`config.mk`:
```
export PLATFORM = sky130hd
export DESIGN_NAME = bar_move_scheduler
export DESIGN_NICKNAME = d
export VERILOG_FILES = /design/src/rtl/pong_pkg.sv /design/src/rtl/bar_move_scheduler_move_slot.sv /design/src/rtl/bar_move_scheduler.sv
export SDC_FILE = /design/constraint.sdc
export NUM_CORES = 1
export LEC_CHECK = 0
export ABC_AREA = 1
export BUFFER_PORTS_ARGS = -buffer_cell sky130_fd_sc_hd__buf_4
export CAP_MARGIN = 10
export CORE_MARGIN = 3
export CORE_UTILIZATION = 25
export DETAILED_ROUTE_END_ITERATION = 10
export GPL_ROUTABILITY_DRIVEN = 0
export GPL_TIMING_DRIVEN = 0
export RECOVER_POWER = 50
export SETUP_SLACK_MARGIN = 0.15
export SLEW_MARGIN = 20
export SYNTH_ARGS = -nofsm -noshare
export SYNTH_HDL_FRONTEND = slang
export SYNTH_HIERARCHICAL = 1
export SYNTH_SLANG_ARGS = --single-unit
```
`constraint.sdc`:
```
create_clock -name clk_in -period 4.71 [get_ports clk_in]
set_input_delay 0.471 -clock clk_in [delete_from_list [all_inputs] [get_ports clk_in]]
set_output_delay 0.471 -clock clk_in [all_outputs]
set_load 0.01 [all_outputs]
```
`src/rtl/pong_pkg.sv`:
```
// Shared types and constants for the paddle move scheduler.
package pong_pkg;

  localparam int unsigned STEP_W       = 9;
  localparam int unsigned MAX_STEP_DEF = 40;

  localparam logic PLAYER_L = 1'b0;
  localparam logic PLAYER_R = 1'b1;

  typedef enum logic [1:0] {
    ST_IDLE,
    ST_ARB,
    ST_ISSUE,
    ST_SETTLE
  } state_t;

  typedef struct packed {
    logic              dir;
    logic [STEP_W-1:0] step;
  } move_t;

endpackage

```
`src/rtl/bar_move_scheduler_move_slot.sv`:
```
// One pending paddle move: merges same-direction requests with saturation,
// replaces on direction change, and lets a same-cycle write win over a clear.
module move_slot
  import pong_pkg::*;
#(
  parameter int unsigned MAX_STEP = MAX_STEP_DEF
) (
  input  logic  clk_in,
  input  logic  i_rst,
  input  logic  wr,
  input  move_t wr_mv,
  input  logic  clr,
  output logic  valid,
  output move_t mv
);

  localparam int unsigned SUM_W = STEP_W + 1;

  logic [SUM_W-1:0]  sum_c;
  logic [STEP_W-1:0] merged_c;

  always_comb begin
    sum_c    = {1'b0, mv.step} + {1'b0, wr_mv.step};
    merged_c = (sum_c > SUM_W'(MAX_STEP)) ? STEP_W'(MAX_STEP) : sum_c[STEP_W-1:0];
  end

  // A slot being cleared this cycle counts as empty for an incoming write.
  always_ff @(posedge clk_in) begin
    if (i_rst) begin
      valid <= 1'b0;
      mv    <= '0;
    end else if (wr) begin
      valid <= 1'b1;
      if (!valid || clr || (mv.dir != wr_mv.dir)) begin
        mv <= wr_mv;
      end else begin
        mv.step <= merged_c;
      end
    end else if (clr) begin
      valid <= 1'b0;
    end
  end

endmodule

```
`src/rtl/bar_move_scheduler.sv`:
```
// Per-frame round-robin scheduler of paddle move strobes for two paddle drawers.
// Optional MOVE_STATS_EN adds issued/merged event counters.
module bar_move_scheduler
  import pong_pkg::*;
#(
  parameter int unsigned MAX_STEP         = MAX_STEP_DEF,
  parameter int unsigned SETTLE_CYCLES    = 4,
  parameter int unsigned GRANTS_PER_FRAME = 2
) (
  input  logic              clk_in,
  input  logic              i_rst,
  input  logic              req_valid,
  input  logic              req_player,
  input  logic              req_incDec,
  input  logic [STEP_W-1:0] req_step,
  input  logic              frame_start,
  output logic [1:0]        bar_strobe,
  output logic              bar_incDec,
  output logic [STEP_W-1:0] bar_coordY,
  output logic [1:0]        pending,
  output logic              busy
`ifdef MOVE_STATS_EN
  ,
  output logic [15:0]       issued_cnt0,
  output logic [15:0]       issued_cnt1,
  output logic [15:0]       merged_cnt
`endif
);

  localparam int unsigned SW = (SETTLE_CYCLES > 1) ? $clog2(SETTLE_CYCLES) : 1;
  localparam int unsigned GW = $clog2(GRANTS_PER_FRAME + 1);

  state_t        state_q, state_d;
  logic          rr_q;
  logic [SW-1:0] settle_q;
  logic [GW-1:0] grant_q;
  logic [1:0]    strobe_q;
  logic          busy_q;

  logic [1:0]    req_wr;
  move_t         req_mv;
  logic [1:0]    slot_valid;
  move_t         slot_mv [2];
  logic [1:0]    slot_clr;
  logic          any_pend;
  logic          settle_done;
  logic          winner_c;
  logic          arb_fire_c;
  logic [1:0]    strobe_d;

  assign req_mv.dir  = req_incDec;
  assign req_mv.step = req_step;
  assign any_pend    = |slot_valid;
  assign settle_done = (settle_q == SW'(SETTLE_CYCLES - 1));

  always_comb begin
    for (int i = 0; i < 2; i++) begin
      req_wr[i] = req_valid && (req_step != '0) && (req_player == 1'(i));
    end
  end

  for (genvar g = 0; g < 2; g++) begin : g_slot
    move_slot #(.MAX_STEP(MAX_STEP)) u_slot (
      .clk_in (clk_in),
      .i_rst  (i_rst),
      .wr     (req_wr[g]),
      .wr_mv  (req_mv),
      .clr    (slot_clr[g]),
      .valid  (slot_valid[g]),
      .mv     (slot_mv[g])
    );
  end

  always_ff @(posedge clk_in) begin
    if (i_rst) state_q <= ST_IDLE;
    else       state_q <= state_d;
  end

  always_comb begin
    state_d = state_q;
    case (state_q)
      ST_IDLE:   if (frame_start && any_pend) state_d = ST_ARB;
      ST_ARB:    state_d = any_pend ? ST_ISSUE : ST_IDLE;
      ST_ISSUE:  state_d = ST_SETTLE;
      ST_SETTLE: if (settle_done) begin
        state_d = (any_pend && (grant_q < GW'(GRANTS_PER_FRAME))) ? ST_ARB : ST_IDLE;
      end
      default:   state_d = ST_IDLE;
    endcase
  end

  // Arbitration result and next values of the registered outputs.
  always_comb begin
    winner_c   = slot_valid[rr_q] ? rr_q : ~rr_q;
    arb_fire_c = (state_q == ST_ARB) && any_pend;
    slot_clr   = 2'b00;
    strobe_d   = 2'b00;
    if (arb_fire_c) begin
      slot_clr = (winner_c == PLAYER_R) ? 2'b10 : 2'b01;
      strobe_d = slot_clr;
    end
  end

  always_ff @(posedge clk_in) begin
    if (i_rst) begin
      strobe_q   <= 2'b00;
      busy_q     <= 1'b0;
      bar_incDec <= 1'b0;
      bar_coordY <= '0;
      rr_q       <= PLAYER_L;
      grant_q    <= '0;
      settle_q   <= '0;
    end else begin
      strobe_q <= strobe_d;
      busy_q   <= (state_d != ST_IDLE);
      if (arb_fire_c) begin
        bar_incDec <= slot_mv[winner_c].dir;
        bar_coordY <= slot_mv[winner_c].step;
        rr_q       <= ~winner_c;
      end
      if ((state_q == ST_IDLE) && frame_start) grant_q <= '0;
      else if (state_q == ST_ISSUE)            grant_q <= grant_q + GW'(1);
      if (state_q == ST_ISSUE)       settle_q <= '0;
      else if (state_q == ST_SETTLE) settle_q <= settle_q + SW'(1);
    end
  end

  // A reset asserted while a strobe is up suppresses it in that same cycle.
  assign bar_strobe = strobe_q & {2{~i_rst}};
  assign busy       = busy_q;
  assign pending    = slot_valid;

`ifdef MOVE_STATS_EN
  logic merge_c;
  assign merge_c = |(req_wr & slot_valid & ~slot_clr);

  always_ff @(posedge clk_in) begin
    if (i_rst) begin
      issued_cnt0 <= '0;
      issued_cnt1 <= '0;
      merged_cnt  <= '0;
    end else begin
      if (strobe_q[0]) issued_cnt0 <= issued_cnt0 + 16'd1;
      if (strobe_q[1]) issued_cnt1 <= issued_cnt1 + 16'd1;
      if (merge_c)     merged_cnt  <= merged_cnt + 16'd1;
    end
  end
`endif

endmodule

```
# Yosys cells after proc, flatten, opt, wreduce, memory -nomap -nowiden
# Index checks and enable logic that the tools add are counted.
# Widths: inputs -> output; s select.
# classes
reduce_logical	23
n_mux	21
bitwise_logic	6
addsub	4
eq_ne	6
order_cmp	5
# ops
operator	count
$mux 9	4
$mux 10	3
$add 9x9->10	2
$gt 10x6->1 const B	2
$mux 2	5
$reduce_bool 9->1	1
$mux 1	8
$pmux 2 s4	1
$logic_and 1x1->1	7
$eq 2x2->1 const B	3
$reduce_bool 2->1	3
$reduce_or 2->1	3
$add 2x1->2 const B	2
$logic_or 1x1->1	4
$not 1->1	4
$reduce_and 2->1	2
$and 2x2->2	1
$eq 2x1->1 const B	1
$ge 2x2->1 const B	1
$logic_not 1->1	2
$logic_not 2->1	1
$lt 1x2->1 const B	1
$lt 2x2->1 const B	1
$ne 1x1->1	2
$not 1->2	1
# word_totals
register_bits	42
out_inout_bits	15

# Depth between registers and ports, before layout
# Gate-level depths: netlist (run 1).
# depth
word_depth	8
ltp_mapped	14

# Modules after synthesis
# Netlist (run 1), hierarchy kept.
# by_module_without_submodules
module	cells_per_inst	instances	area_each_um2	seq_area_each_um2
move_slot	166	2	1053.5	220.2
bar_move_scheduler	140	1	988.4	400.4

# Worst setup path before layout (run 1)
# No wires, ideal clock.
# synth_path
kind	input to register
start	input port req_step[0]
end	register g_slot[0].u_slot/mv[3] in the netlist's numbering
n_path_buf	0
t_arrival_ns	1.853
setup_time_ns	0.116
required_ns	4.594
slack_ns	2.741
path_stages	12
path_cell_list	ha_1 > fa_1 > nand3_1 > nand3_2 > nand2_2 > nand2_1 > nand2_1 > nand2_1 > nor2_4 > nand4_1 > nand2_1 > a21oi_1
# synth_between
elab_chain_len	4
word_cells_on_any_way	7
# synth_rtl
element	line	source
from (decl)	bar_move_scheduler.sv:15	input logic [STEP_W-1:0] req_step,
$add 9x9->10	bar_move_scheduler_move_slot.sv:23	sum_c = {1'b0, mv.step} + {1'b0, wr_mv.step};
$gt 10x6->1	bar_move_scheduler_move_slot.sv:24	merged_c = (sum_c > SUM_W'(MAX_STEP)) ? STEP_W'(MAX_STEP) : sum_c[STEP_W-1:0];
$mux 9	bar_move_scheduler_move_slot.sv:24	
$mux 9	bar_move_scheduler_move_slot.sv:34	if (!valid || clr || (mv.dir != wr_mv.dir)) begin
to (signal assigned)	bar_move_scheduler_move_slot.sv:35	mv <= wr_mv;
to (decl)	bar_move_scheduler_move_slot.sv:14	output move_t mv
# Several ways; a longest one is shown, not always the timed one.
# A chain may end at the register's enable or synchronous reset.

# Worst setup path after layout (run 1)
# layout_path
start	register g_slot[1].u_slot.valid
end	register g_slot[1].u_slot/mv[3] in the netlist's numbering
# layout_between
elab_chain_len	8
word_cells_on_any_way	11
# layout_rtl
element	line	source
from (decl)	bar_move_scheduler_move_slot.sv:13	output logic valid,
from (signal assigned)	bar_move_scheduler_move_slot.sv:30	valid <= 1'b0;
from (signal assigned)	bar_move_scheduler_move_slot.sv:33	valid <= 1'b1;
from (signal assigned)	bar_move_scheduler_move_slot.sv:40	valid <= 1'b0;
$mux 1 (not written as such) (2 in series)	bar_move_scheduler.sv:94	winner_c = slot_valid[rr_q] ? rr_q : ~rr_q;
$mux 1	bar_move_scheduler.sv:94	
$mux 2	bar_move_scheduler.sv:99	slot_clr = (winner_c == PLAYER_R) ? 2'b10 : 2'b01;
$mux 2 *	bar_move_scheduler.sv:98	if (arb_fire_c) begin
named net slot_clr[1]	bar_move_scheduler.sv:44	logic [1:0] slot_clr;
$logic_or 1x1->1 * (2 in series)	bar_move_scheduler_move_slot.sv:34	
$mux 9 *	bar_move_scheduler_move_slot.sv:34	
to (signal assigned)	bar_move_scheduler_move_slot.sv:35	
to (decl)	bar_move_scheduler_move_slot.sv:14	
# Mark *: on every way through the listed nets, which the timed path passes. The rest lies on a longest branch. The select of a mux whose other input is x is not followed.

==> load_flow_metrics.sql, run 1 <==
INSERT INTO impl_metrics (metric_group, metric, value, unit) VALUES
('sta', 'grt_setup_unrepaired', 'no', ''),
('clocking', 'htree_num_levels', '2', ''),
('synth', 'ys_top_cells_by_area', 'dfxtp_1, nand2_1, ha_1, inv_1, a21oi_1', ''),
('drt', 'wl_met2', '3712', 'um'),
('floorplan', 'rows', '40', ''),
('grt', 'grt_pass1_vias', '3031', ''),
('finish', 'share_of_post_route_cells_with_drive_strength_above_1', '13.78', '%'),
('synth', 'netlist_instances', '472', ''),
('synth', 'synth-async-reset-ratio', '0', '%'),
('min_path', 'worstHoldPathType', 'reg2reg', ''),
('synth', 'synth.top_cell.area_share', '27.16', '%'),
('drt', 'wl', '8321', 'um'),
('sta', 'clock.fmax', '0.4454', 'GHz'),
('sta', 'final_hold_viol_count', '0', ''),
('setup_path', 'timing.critical_path.max_delay_family', 'buffers and inverters', ''),
('power', 'power_leakage', '0.001757', 'uW'),
('drt', 'drt.antenna.violating_nets', '0', ''),
('clocking', 'cts_resized', '0', ''),
('run_status', 'status', 'complete, no violations', ''),
('setup_path', 'timing.critical_path.required', '4.86', 'ns'),
('clocking', 'cts-buffers-inserted', '5', ''),
('drt', 'detailedRoute.firstIterationViolations', '155', ''),
('setup_path', 'path_buf_inv', '4', ''),
('floorplan', 'ioPinCount', '30', ''),
('synth', 'synth.yosys.seq_area_share', '27.16', '%'),
('synth', 'synth_xor_area_share', '0.8488', '%'),
('synth', 'synthesis.nets', '508', ''),
('drt', 'routed_wire_length_per_instance', '12.31', 'um'),
('clocking', 'cts.repair_timing.setup_buffer_count', '0', ''),
('clocking', 'worstSkewPairLatency', '0.28', 'ns'),
('placement', 'port_buffers', '29', ''),
('synth', 'synth_compound_gate_area_share', '12.25', '%'),
('synth', 'post_synth_instance_area', '0.003095', 'mm2'),
('setup_path', 'critPathKind', 'reg2reg', ''),
('setup_path', 'worst-endpoint-arrival', '2.40', 'ns'),
('clocking', 'cts_tree', 'done', ''),
('clocking', 'path_clk_slew', '0.06', 'ns'),
('grt', 'grt_start_max_net_pins', '13', ''),
('grt', 'number_of_antenna_violations_at_the_first_check_in_global_routing', '0', ''),
('finish', 'fin_area', '0.003630', 'mm2'),
('setup_path', 'cp_max_fo', '10', ''),
('grt', 'groute.usage.overall', '12.68', '%'),
('sta', 'relSlewSlack', '68.74', '%'),
('drt', 'dr_total_vias', '3174', ''),
('drt', 'routedLengthMet1', '4002', 'um'),
('drt', 'vias_per_cell', '4.695', ''),
('setup_path', 'critical_path.most_common_cell', 'nand2_1', ''),
('placement', 'dpl_cell_area', '0.003523', 'mm2'),
('floorplan', 'chipHeight', '117.3', 'um'),
('clocking', 'cts.path.max_buffers', '2', ''),
('floorplan', 'initial_core_util', '25.66', '%'),
('grt', 'grt_overflow_total', '0', ''),
('synth', 'yosys-mux-area-fraction', '0', '%'),
('synth', 'synth_top_cells_by_count', 'nand2_1, inv_1, a21oi_1, dfxtp_1, nor2_1', ''),
('sta', 'finalCriticalPeriod', '2.245', 'ns'),
('grt', 'grt_first_pass_wirelength', '14120', 'um'),
('clocking', 'clock_sink_count', '42', ''),
('finish', 'antenna_cells', '0', ''),
('synth', 'synth_area_leader_cell', 'dfxtp_1', ''),
('synth', 'combinational_family_with_the_most_area_after_synthesis', 'simple AND/OR/NAND/NOR gates', ''),
('setup_path', 'worst_setup_path_end_kind', 'flip-flop', ''),
('finish', 'area_delta_synth_final', '17.26', '%'),
('drt', 'routed-wl-met3', '427', 'um'),
('setup_path', 'crit_path_start', 'g_slot[1].u_slot/valid$_SDFFE_PP0P_', ''),
('synth', 'postSynth.topFlopCell', 'dfxtp_1', ''),
('synth', 'post_synth_fa_ha_maj_area_fraction', '8.973', '%'),
('setup_path', 'setup.worst_path.start_class', 'flip-flop', ''),
('synth', 'post_synth_num_cell_types', '29', ''),
('drt', 'detail_route.first_pass.iterations', '4', ''),
('sta', 'max_slew.worst_pin.slew', '0.4689', 'ns'),
('synth', 'synthMostInstantiatedCell', 'nand2_1', '');
-- area by class of cell --
type                            count  area, um2  area share [%]
Clock buffer                        6      138.9           3.826
Tap cell                          168      210.2           5.791
Clock inverter                      1      30.03          0.8273
Timing Repair Buffer               29      165.2           4.550
Sequential cell                    42      840.8           23.16
Buffer                             11      62.56           1.724
Inverter                           68      257.7           7.101
Multi-Input combinational cell    351       1924           53.02
-- logic make-up (layout without fill, tap and decap cells) --
group                    count (synthesis)  count (layout)
AO/OA/AOI/OAI                           71              71
XOR/XNOR                                 3               3
adder cells (fa/ha/maj)                 21              21
buffers and inverters                   79             115
flip-flops                              42              42
AND/OR/NAND/NOR                        256             256
-- flip-flops by register name, summed over array words and instances (netlist names) --
signal               count
rr_q                     1
grant_q                  2
state_q                  2
busy                     1
g_slot.u_slot/valid      2
bar_incDec               1
strobe_q                 2
bar_coordY               9
g_slot.u_slot/mv        20
settle_q                 2
-- through the flow --
step | setup slack [ns] | std cells | util, %
finish | 2.465 | 676 | 30.09
global route | 2.200 | 676 | 30.09
detailed placement | 2.383 | 669 | 29.21
floorplan | 2.741 | 472 | -
global placement | 2.409 | 669 | 29.21
CTS | 2.647 | 676 | 30.61
-- worst register-to-register path: stages (launching register included) --
cell,delay (ns)
dfxtp_1,0.42
nand2_1,0.15
nand2_1,0.12
clkbuf_1,0.37
nand2_1,0.14
inv_1,0.12
nor2_1,0.06
inv_1,0.08
a21oi_1,0.05
o21ai_2,0.12
buf_2,0.26
a21oi_1,0.08
nand2_1,0.07
a21oi_1,0.06
-- where the power goes --
| group | leakage, uW | internal [uW] | total (uW) | switching [uW] |
|---|---|---|---|---|
| combinational | 0.00133 | 88.3 | 252 | 163 |
| clock | 0.0000829 | 261 | 392 | 130 |
| sequential | 0.000343 | 372 | 391 | 18.8 |
| total | 0.00176 | 722 | 1030 | 313 |
-- worst paths after layout --
check                                                            to  slack (ns)  cells past startpoint
worst max-delay path            g_slot[1].u_slot/mv[3]$_SDFFE_PP0P_        2.46                     13
worst min register to register           bar_coordY[6]$_SDFFE_PP0P_        0.47                      2
worst min-delay path                     bar_coordY[6]$_SDFFE_PP0P_        0.47                      2
worst max register to register  g_slot[1].u_slot/mv[3]$_SDFFE_PP0P_        2.46                     13
-- per-layer routing --
layer,track usage (%),up-vias
li1,-,1620
met4,3.976,0
met5,0,-
met1,17.80,1467
met3,2.005,18
met2,19.87,69
-- cells in the final DEF (no fill, tap or decap) --
master and n:
o22ai_1 1, nand3_2 8, nor2_1 40, inv_2 3
inv_1 62, nor2_4 5, o21ai_2 2, nand2_4 2
clkbuf_1 20, nor3b_1 2, nand4_1 31, nand3_1 28
inv_4 1, o21ai_0 21, buf_4 15, fa_1 2
xnor2_1 3, nand2_1 116, a21oi_2 4, a21oi_1 43
clkbuf_8 1, nor3_1 4, clkinv_1 2, buf_6 2
dfxtp_1 42, bufinv_16 1, clkbuf_16 5, ha_1 19
buf_2 2, clkbuf_4 1, nand3b_1 2, nand2_2 18
Note: power is estimated with default switching activity, not from simulation.
==> inputs of run 2 (changes only) <==
==> constraint.sdc (replaced) <==
create_clock -name clk_in -period 1.9 [get_ports clk_in]
set_input_delay 0.19 -clock clk_in [delete_from_list [all_inputs] [get_ports clk_in]]
set_output_delay 0.19 -clock clk_in [all_outputs]
set_load 0.01 [all_outputs]
==> run 2 against run 1 <==
First-iteration DRC count grew 26%; combinational power rose to 2.9 times the previous value; clock skew down 0.0030 ns; maximum frequency rose by 21%; register-to-register slack lost 2.4 ns.
==> load_flow_metrics.sql, run 2 (synthesis gave the netlist of run 1 again) <==
INSERT INTO impl_metrics (metric_group, metric, value, unit) VALUES
('run_status', 'status', 'complete, no violations', ''),
('finish', 'layout_commonest_cell', 'nand2_1', ''),
('sta', 'timing.final.setup_violations', '0', ''),
('setup_path', 'cp_slowest_stage_delay', '0.38', 'ns'),
('clocking', 'worstSkewPairLatency', '0.28', 'ns'),
('clocking', 'cts_tree', 'done', ''),
('setup_path', 'timing.critical_path.max_delay_family', 'simple AND/OR/NAND/NOR gates', ''),
('setup_path', 'r2r-start', 'g_slot[1].u_slot/mv[0]$_SDFFE_PP0P_', ''),
('power', 'power_report.internal_total', '1833', 'uW'),
('power', 'part_of_the_power_in_the_clock_network', '35.7', '%'),
('drt', 'drt.antenna.violating_nets', '0', ''),
('finish', 'antenna_cells', '0', ''),
('setup_path', 'endpoint', 'g_slot[1].u_slot/mv[5]$_SDFFE_PP0P_', ''),
('sta', 'finalCriticalPeriod', '1.852', 'ns'),
('setup_path', 'cp_max_fo', '6', ''),
('grt', 'global_route.usage.met2', '23.49', '%'),
('floorplan', 'ioPinCount', '30', ''),
('grt', 'grt_overflow_total', '0', ''),
('flow_run', 'max-cap-violations', '0', ''),
('sta', 'timing.final.crit_share', '97.45', '%'),
('grt', 'grt_pass1_vias', '2983', ''),
('finish', 'most_used_cells_in_the_layout_excluding_fill_and_tap_cells', 'nand2_1, inv_1, nor2_1, buf_4, a21oi_1', ''),
('grt', 'grtUsageMet3', '1.902', '%'),
('grt', 'groute.usage.overall', '13.32', '%'),
('floorplan', 'rows', '40', ''),
('drt', 'routed_wire_length_per_instance', '13.30', 'um'),
('setup_path', 'setup.worst_path.start_class', 'flip-flop', ''),
('clocking', 'cts.path.max_buffers', '2', ''),
('grt', 'grt_most_used_layer', 'met2', ''),
('floorplan', 'fp.dieW', '117.3', 'um'),
('drt', 'wl', '9259', 'um'),
('drt', 'detailedRoute.firstIterationViolations', '195', ''),
('power', 'cellPowerDensity', '659.5', 'mW/mm2'),
('finish', 'num-nets-final', '563', ''),
('finish', 'largest_register_ff_count', '20', ''),
('min_path', 'hp-start', 'i_rst', ''),
('sta', 'skew', '0.003634', 'ns'),
('finish', 'n_fill_cell', '1261', ''),
('setup_path', 'r2r_slack', '0.05', 'ns'),
('finish', 'layout_top_registers', 'g_slot.u_slot/mv: 20 flops, bar_coordY: 9 flops', ''),
('power', 'power_leakage', '0.001911', 'uW'),
('power', 'power.share.sequential', '36.6', '%'),
('setup_path', 'cp.depth', '12', ''),
('clocking', 'clock_sink_count', '42', ''),
('clocking', 'cts_hold_buffers', '0', ''),
('placement', 'placedCellCount', '669', ''),
('drt', 'detail_route.first_pass.iterations', '5', ''),
('setup_path', 'timing.critical_path.required', '2.07', 'ns'),
('power', 'switchingPower', '837.0', 'uW'),
('setup_path', 'worst-endpoint-arrival', '2.02', 'ns'),
('clocking', 'clockRootBuffer', 'clkbuf_16', ''),
('drt', 'vias_per_cell', '4.697', ''),
('floorplan', 'initial_core_util', '25.66', '%'),
('clocking', 'path_clk_slew', '0.06', 'ns'),
('floorplan', 'coreArea', '0.01206', 'mm2'),
('sta', 'slew_viol_final', '0', ''),
('finish', 'layout.cells.non_filler', '696', ''),
('floorplan', 'chipHeight', '117.3', 'um'),
('setup_path', 'r2r-end', 'g_slot[1].u_slot/mv[5]$_SDFFE_PP0P_', ''),
('setup_path', 'critPathSlowestCell', 'fa_2', ''),
('grt', 'grt_first_pass_wirelength', '14700', 'um'),
('setup_path', 'r2r.worst_path.cells', '12', ''),
('sta', 'final.setup.tns', '0', 'ns'),
('grt', 'grt_start_max_net_pins', '13', ''),
('placement', 'port_buffers', '29', ''),
('finish', 'area_delta_synth_final', '30.80', '%'),
('clocking', 'cts-buffers-inserted', '5', ''),
('finish', 'register_bank_with_the_most_flops', 'g_slot.u_slot/mv', ''),
('setup_path', 'worst_setup_path_end_kind', 'flip-flop', ''),
('drt', 'drcViolationCount', '0', ''),
('setup_path', 'crit_chain', 'ha_4, fa_2, nand3_2, nand3_2, nand2_2, nand2_1, nand2_1, nand2_2, nor2_4, nand4_1, nand2_1, a21oi_1', ''),
('drt', 'dr_total_vias', '3269', ''),
('placement', 'post-dp-hpwl', '7024', 'um'),
('grt', 'grt_util_met1', '16.92', '%'),
('sta', 'relSlewSlack', '67.93', '%'),
('power', 'ir_worst_vdd', '0.3003', 'mV'),
('setup_path', 'path_buf_inv', '0', ''),
('grt', 'number_of_antenna_violations_at_the_first_check_in_global_routing', '0', ''),
('finish', 'share_of_post_route_cells_with_drive_strength_above_1', '27.84', '%'),
('power', 'comb_power_share', '27.7', '%'),
('setup_path', 'critical_path.most_common_cell', 'nand2_1', ''),
('power', 'power.switching_fraction', '31.35', '%'),
('sta', 'final_hold_viol_count', '0', ''),
('setup_path', 'critPathKind', 'reg2reg', ''),
('min_path', 'worstHoldPathType', 'in2reg', ''),
('sta', 'clock.fmax', '0.5401', 'GHz'),
('floorplan', 'die-area', '0.01375', 'mm2'),
('sta', 'grt_setup_unrepaired', 'yes', ''),
('setup_path', 'crit_path_start', 'g_slot[1].u_slot/mv[0]$_SDFFE_PP0P_', ''),
('clocking', 'htree_num_levels', '2', ''),
('sta', 'max_slew.worst_pin.slew', '0.4811', 'ns');
## run 2: cell types whose count changed in the layout (fill, tap and decap cells not counted), sizes merged
cell    before  now
buf         19   48
clkbuf      27   18
## run 2: layer usage
layer	wire (um)	share of wire, %
met1	3943	43
met2	4655	50
met3	515	5.6
met4	144	1.6
met5	0	0
## run 2: area by class of cell
type                       count  area (um2)  share of cell area [%]
clock buffer                   7       132.6                   3.276
buffer                        11       92.59                   2.287
tap                          168       210.2                   5.192
multi-input combinational    351        2131                   52.63
inverter                      68       257.7                   6.366
clock inverter                 1       30.03                  0.7417
timing repair buffer          48       335.3                   8.282
sequential                    42       859.6                   21.23
## run 2: worst min-delay path by stage
stage,to,slack [ns],cells past startpoint
after floorplan,g_slot[0].u_slot/valid$_SDFFE_PP0P_,0.25,1
final,g_slot[1].u_slot/valid$_SDFFE_PP0P_,0.16,2
after global routing,g_slot[1].u_slot/valid$_SDFFE_PP0P_,0.16,2
after detailed placement,g_slot[0].u_slot/valid$_SDFFE_PP0P_,0.45,2
after global placement,g_slot[0].u_slot/valid$_SDFFE_PP0P_,0.45,2
after CTS,g_slot[0].u_slot/valid$_SDFFE_PP0P_,0.15,2
## run 2: worst reg2reg max path: stages (launching register included)
cell and delay, ns:
dfxtp_2 0.33, ha_4 0.16, fa_2 0.38, nand3_2 0.10, nand3_2 0.09, nand2_2 0.07, nand2_1 0.04, nand2_1 0.07
nand2_2 0.07, nor2_4 0.16, nand4_1 0.13, nand2_1 0.08, a21oi_1 0.05
## run 2: metrics by stage
stage | hold WS (ns) | power, uW | utilization (%) | setup slack [ns] | instance area, um2
2_1_floorplan | 0.2517 | 1447 | - | 0.1681 | 3102
3_5_place_dp | 0.4512 | 1629 | 29.26 | -0.1140 | 3530
6_report | 0.1570 | 2670 | 33.57 | 0.04841 | 4049
5_1_grt | 0.1608 | 2809 | 33.57 | -0.04343 | 4049
4_1_cts | 0.1519 | 2616 | 31.87 | -0.01135 | 3844
3_3_place_gp | 0.4497 | 1615 | 29.26 | -0.07414 | 3530
## run 2: power by group through the flow
stage          combinational, uW  sequential, uW  clock [uW]
4_1_cts                      681             969         966
2_1_floorplan                474             973           0
6_report                     740             976         954
3_3_place_gp                 628             987           0
3_5_place_dp                 642             988           0
5_1_grt                      828             980        1000
## run 2: repair_timing
action                     in CTS  in global routing
buffers inserted                9                  9
resized for setup              21                 43
pin swaps                      14                 34
gates cloned                    0                  1
setup endpoints to repair      18                 18
==> inputs of run 3 (changes only) <==
--- a/config.mk
+++ b/config.mk
@@ -5,7 +5,6 @@
 export SDC_FILE = /design/constraint.sdc
 export NUM_CORES = 1
 export LEC_CHECK = 0
-export ABC_AREA = 1
 export BUFFER_PORTS_ARGS = -buffer_cell sky130_fd_sc_hd__buf_4
 export CAP_MARGIN = 10
 export CORE_MARGIN = 3
==> run 3 against run 2 <==
The flow now finishes with violations (setup timing); clock skew about the same; critical path type unchanged; flip-flop and latch count unchanged; largest power group unchanged; first-iteration DRC count increased by 18%; die area decreased by 6.7%; sequential share of layout area increased by 1.7 points; design area decreased by 9.0%; largest cell class unchanged; synthesized cell count decreased by 25%.
==> load_flow_metrics.sql, run 3 <==
INSERT INTO impl_metrics (metric_group, metric, value, unit) VALUES
('power', 'power_leakage', '0.001397', 'uW'),
('setup_path', 'worst-endpoint-arrival', '2.25', 'ns'),
('finish', 'share_of_post_route_cells_with_drive_strength_above_1', '24.20', '%'),
('sta', 'final_hold_viol_count', '0', ''),
('finish', 'area_delta_synth_final', '28.06', '%'),
('synth', 'synthMostInstantiatedCell', 'dfxtp_1', ''),
('drt', 'dr_total_vias', '2781', ''),
('grt', 'number_of_antenna_violations_at_the_first_check_in_global_routing', '0', ''),
('min_path', 'worstHoldPathType', 'in2reg', ''),
('setup_path', 'setup.worst_path.start_class', 'flip-flop', ''),
('finish', 'largest_register_ff_count', '20', ''),
('sta', 'grt_setup_unrepaired', 'yes', ''),
('clocking', 'cts-buffers-inserted', '5', ''),
('floorplan', 'die-area', '0.01283', 'mm2'),
('run_status', 'failing_checks', 'setup timing', ''),
('clocking', 'path_clk_slew', '0.06', 'ns'),
('finish', 'layout_commonest_cell', 'dfxtp_1', ''),
('finish', 'antenna_cells', '0', ''),
('power', 'ir_worst_vdd', '0.6060', 'mV'),
('min_path', 'worst_hold_path.endpoint', 'g_slot[0].u_slot/mv[9]$_SDFFE_PP0P_', ''),
('min_path', 'hp-start', 'req_incDec', ''),
('setup_path', 'r2r_slack', '-0.19', 'ns'),
('sta', 'clock.fmax', '0.4791', 'GHz'),
('floorplan', 'initial_core_util', '26.08', '%'),
('synth', 'postSynth.topFlopCell', 'dfxtp_1', ''),
('drt', 'wl', '8075', 'um'),
('finish', 'most_used_cells_in_the_layout_excluding_fill_and_tap_cells', 'dfxtp_1, nor2_1, a21oi_1', ''),
('power', 'total_power', '2486', 'uW'),
('drt', 'detail_route.first_pass.iterations', '4', ''),
('run_status', 'status', 'complete, but fails checks', ''),
('drt', 'vias_per_cell', '5.103', ''),
('clocking', 'cts.path.max_buffers', '2', ''),
('clocking', 'cts_tree', 'done', ''),
('floorplan', 'chipHeight', '113.3', 'um'),
('sta', 'final.setup.tns', '-1.770', 'ns'),
('sta', 'finalCriticalPeriod', '2.087', 'ns'),
('synth', 'synth.top_cell.area_share', '29.23', '%'),
('synth', 'post_synth_instance_area', '0.002877', 'mm2'),
('placement', 'post-dp-hpwl', '6137', 'um'),
('power', 'cellPowerDensity', '674.8', 'mW/mm2'),
('placement', 'port_buffers', '29', ''),
('clocking', 'clock_sink_count', '42', ''),
('grt', 'grt_start_max_net_pins', '13', ''),
('sta', 'timing.final.crit_share', '109.9', '%'),
('sta', 'setup_ws', '-0.1872', 'ns'),
('synth', 'synth_edf_count', '0', ''),
('setup_path', 'critPathSlowestCell', 'dfxtp_4', ''),
('sta', 'skew', '0.003988', 'ns'),
('synth', 'synth_top_cells_by_count', 'dfxtp_1, nor2_1, a21oi_1, nand2_1, nand3_1', ''),
('synth', 'post_synth_num_cell_types', '55', ''),
('min_path', 'timing.hold.worst_path_depth', '3', ''),
('finish', 'layout_top_registers', 'g_slot.u_slot/mv: 20 flops, bar_coordY: 9 flops', ''),
('sta', 'timing.final.setup_violations', '12', ''),
('drt', 'routed_wire_length_per_instance', '14.82', 'um'),
('placement', 'dpl_cell_area', '0.003306', 'mm2'),
('synth', 'synth.yosys.warnings', '6', ''),
('floorplan', 'rows', '38', ''),
('sta', 'relSlewSlack', '65.93', '%'),
('finish', 'register_bank_with_the_most_flops', 'g_slot.u_slot/mv', ''),
('floorplan', 'ioPinCount', '30', ''),
('grt', 'grt_pass1_vias', '2709', ''),
('grt', 'grt_first_pass_wirelength', '13470', 'um'),
('clocking', 'clockRootBuffer', 'clkbuf_16', ''),
('clocking', 'worstSkewPairLatency', '0.28', 'ns'),
('sta', 'max_slew.worst_pin.slew', '0.5110', 'ns'),
('grt', 'grt_overflow_total', '0', ''),
('synth', 'synthesis.nets', '389', ''),
('synth', 'netlist_instances', '353', ''),
('flow_run', 'max-cap-violations', '0', ''),
('setup_path', 'crit_chain', 'ha_4, fa_2, a21o_1, a21oi_2, o221ai_2, xnor2_2, nand4_4, o31a_1', ''),
('setup_path', 'timing.critical_path.required', '2.07', 'ns'),
('drt', 'drcViolationCount', '0', ''),
('drt', 'drt.antenna.violating_nets', '0', ''),
('setup_path', 'r2r-start', 'g_slot[0].u_slot/mv[0]$_SDFFE_PP0P_', ''),
('setup_path', 'r2r-end', 'g_slot[0].u_slot/mv[5]$_SDFFE_PP0P_', ''),
('synth', 'synth-async-reset-ratio', '0', '%'),
('floorplan', 'fp.dieW', '113.3', 'um'),
('floorplan', 'coreArea', '0.01103', 'mm2'),
('setup_path', 'critPathKind', 'reg2reg', ''),
('setup_path', 'cp_slowest_stage_delay', '0.35', 'ns'),
('setup_path', 'worst_setup_path_end_kind', 'flip-flop', ''),
('drt', 'detailedRoute.firstIterationViolations', '230', ''),
('finish', 'fin_area', '0.003684', 'mm2'),
('sta', 'slew_viol_final', '0', ''),
('clocking', 'cts_hold_buffers', '0', ''),
('grt', 'groute.usage.overall', '12.64', '%'),
('synth', 'synth_area_leader_cell', 'dfxtp_1', ''),
('synth', 'ys_top_cells_by_area', 'dfxtp_1, ha_1, a21oi_1, nor2_1, nand3_1', ''),
('synth', 'synth.yosys.seq_area_share', '29.23', '%'),
('clocking', 'htree_num_levels', '2', ''),
('setup_path', 'cp_max_fo', '4', ''),
('synth', 'syn_avg_cell_area', '8.149', 'um2'),
('synth', 'ys_ff_latch', '42', ''),
('finish', 'num-nets-final', '440', ''),
('finish', 'finish.utilization', '33.39', '%'),
('setup_path', 'r2r.worst_path.cells', '8', '');
[run 3: worst max-delay path by stage]
stage                                                   start  slack, ns  depth (start not counted)                                  end
after floorplan           g_slot[0].u_slot/mv[0]$_SDFFE_PP0P_      -0.06                          8  g_slot[0].u_slot/mv[5]$_SDFFE_PP0P_
after global placement    g_slot[1].u_slot/valid$_SDFFE_PP0P_      -0.39                          9  g_slot[1].u_slot/mv[5]$_SDFFE_PP0P_
after detailed placement  g_slot[1].u_slot/valid$_SDFFE_PP0P_      -0.42                          9  g_slot[1].u_slot/mv[5]$_SDFFE_PP0P_
after CTS                 g_slot[1].u_slot/mv[0]$_SDFFE_PP0P_      -0.18                          8  g_slot[1].u_slot/mv[5]$_SDFFE_PP0P_
after global routing      g_slot[0].u_slot/mv[0]$_SDFFE_PP0P_      -0.32                          9  g_slot[0].u_slot/mv[2]$_SDFFE_PP0P_
final                     g_slot[0].u_slot/mv[0]$_SDFFE_PP0P_      -0.19                          8  g_slot[0].u_slot/mv[5]$_SDFFE_PP0P_
[run 3: metrics by stage]
step | hold slack (ns) | instances | worst slack [ns]
after detailed placement | 0.4610 | 522 | -0.4226
final | 0.2135 | 545 | -0.1872
after floorplan | 0.3373 | 353 | -0.06204
after CTS | 0.2125 | 544 | -0.1842
after global routing | 0.2225 | 545 | -0.3196
after global placement | 0.4444 | 522 | -0.3945
[run 3: final cells by class]
type                    count  area (um2)
plain buffers              20       101.3
well taps                 140       175.2
fillers                  1161        7347
flip-flops and latches     42       845.8
clock inverters             1       5.005
multi-input cells         288        2110
clock buffers               7       142.6
repair buffers             44       292.8
inverters                   3       11.26
[run 3: repair_timing]
| action | 4_1_cts | 5_1_grt |
|---|---|---|
| buffers inserted | 14 | 1 |
| setup endpoints to repair | 15 | 22 |
| gates resized for setup | 27 | 14 |
| gates cloned | 0 | 0 |
| pin swaps | 14 | 4 |
[run 3: layer usage]
metal	global-route usage (%)	wire length [um]
met1	17.49	3939
met2	20.06	3615
met3	2.460	386
met4	3.446	134
met5	0	0
[run 3: power breakdown]
group | switching (uW) | internal [uW] | total (uW)
combinational | 375 | 298 | 673
sequential | 42.7 | 924 | 967
clock | 325 | 521 | 846
total | 743 | 1740 | 2490
[run 3: logic make-up after synthesis]
kind of cell | share of synthesized area [%]
xor+xnor | 3.045
flops | 29.23
compound gates | 26.49
fa+ha+maj | 9.656
mux | 2.175
buf+inv | 3.523
simple gates | 25.88
[run 3: worst max-delay path: cells and delay by family (launching register included)]
kind	cells	cell delay [ns]
fa+ha+maj	2	0.50
compound gates	4	0.78
flops	1	0.35
xor+xnor	1	0.22
simple gates	1	0.14
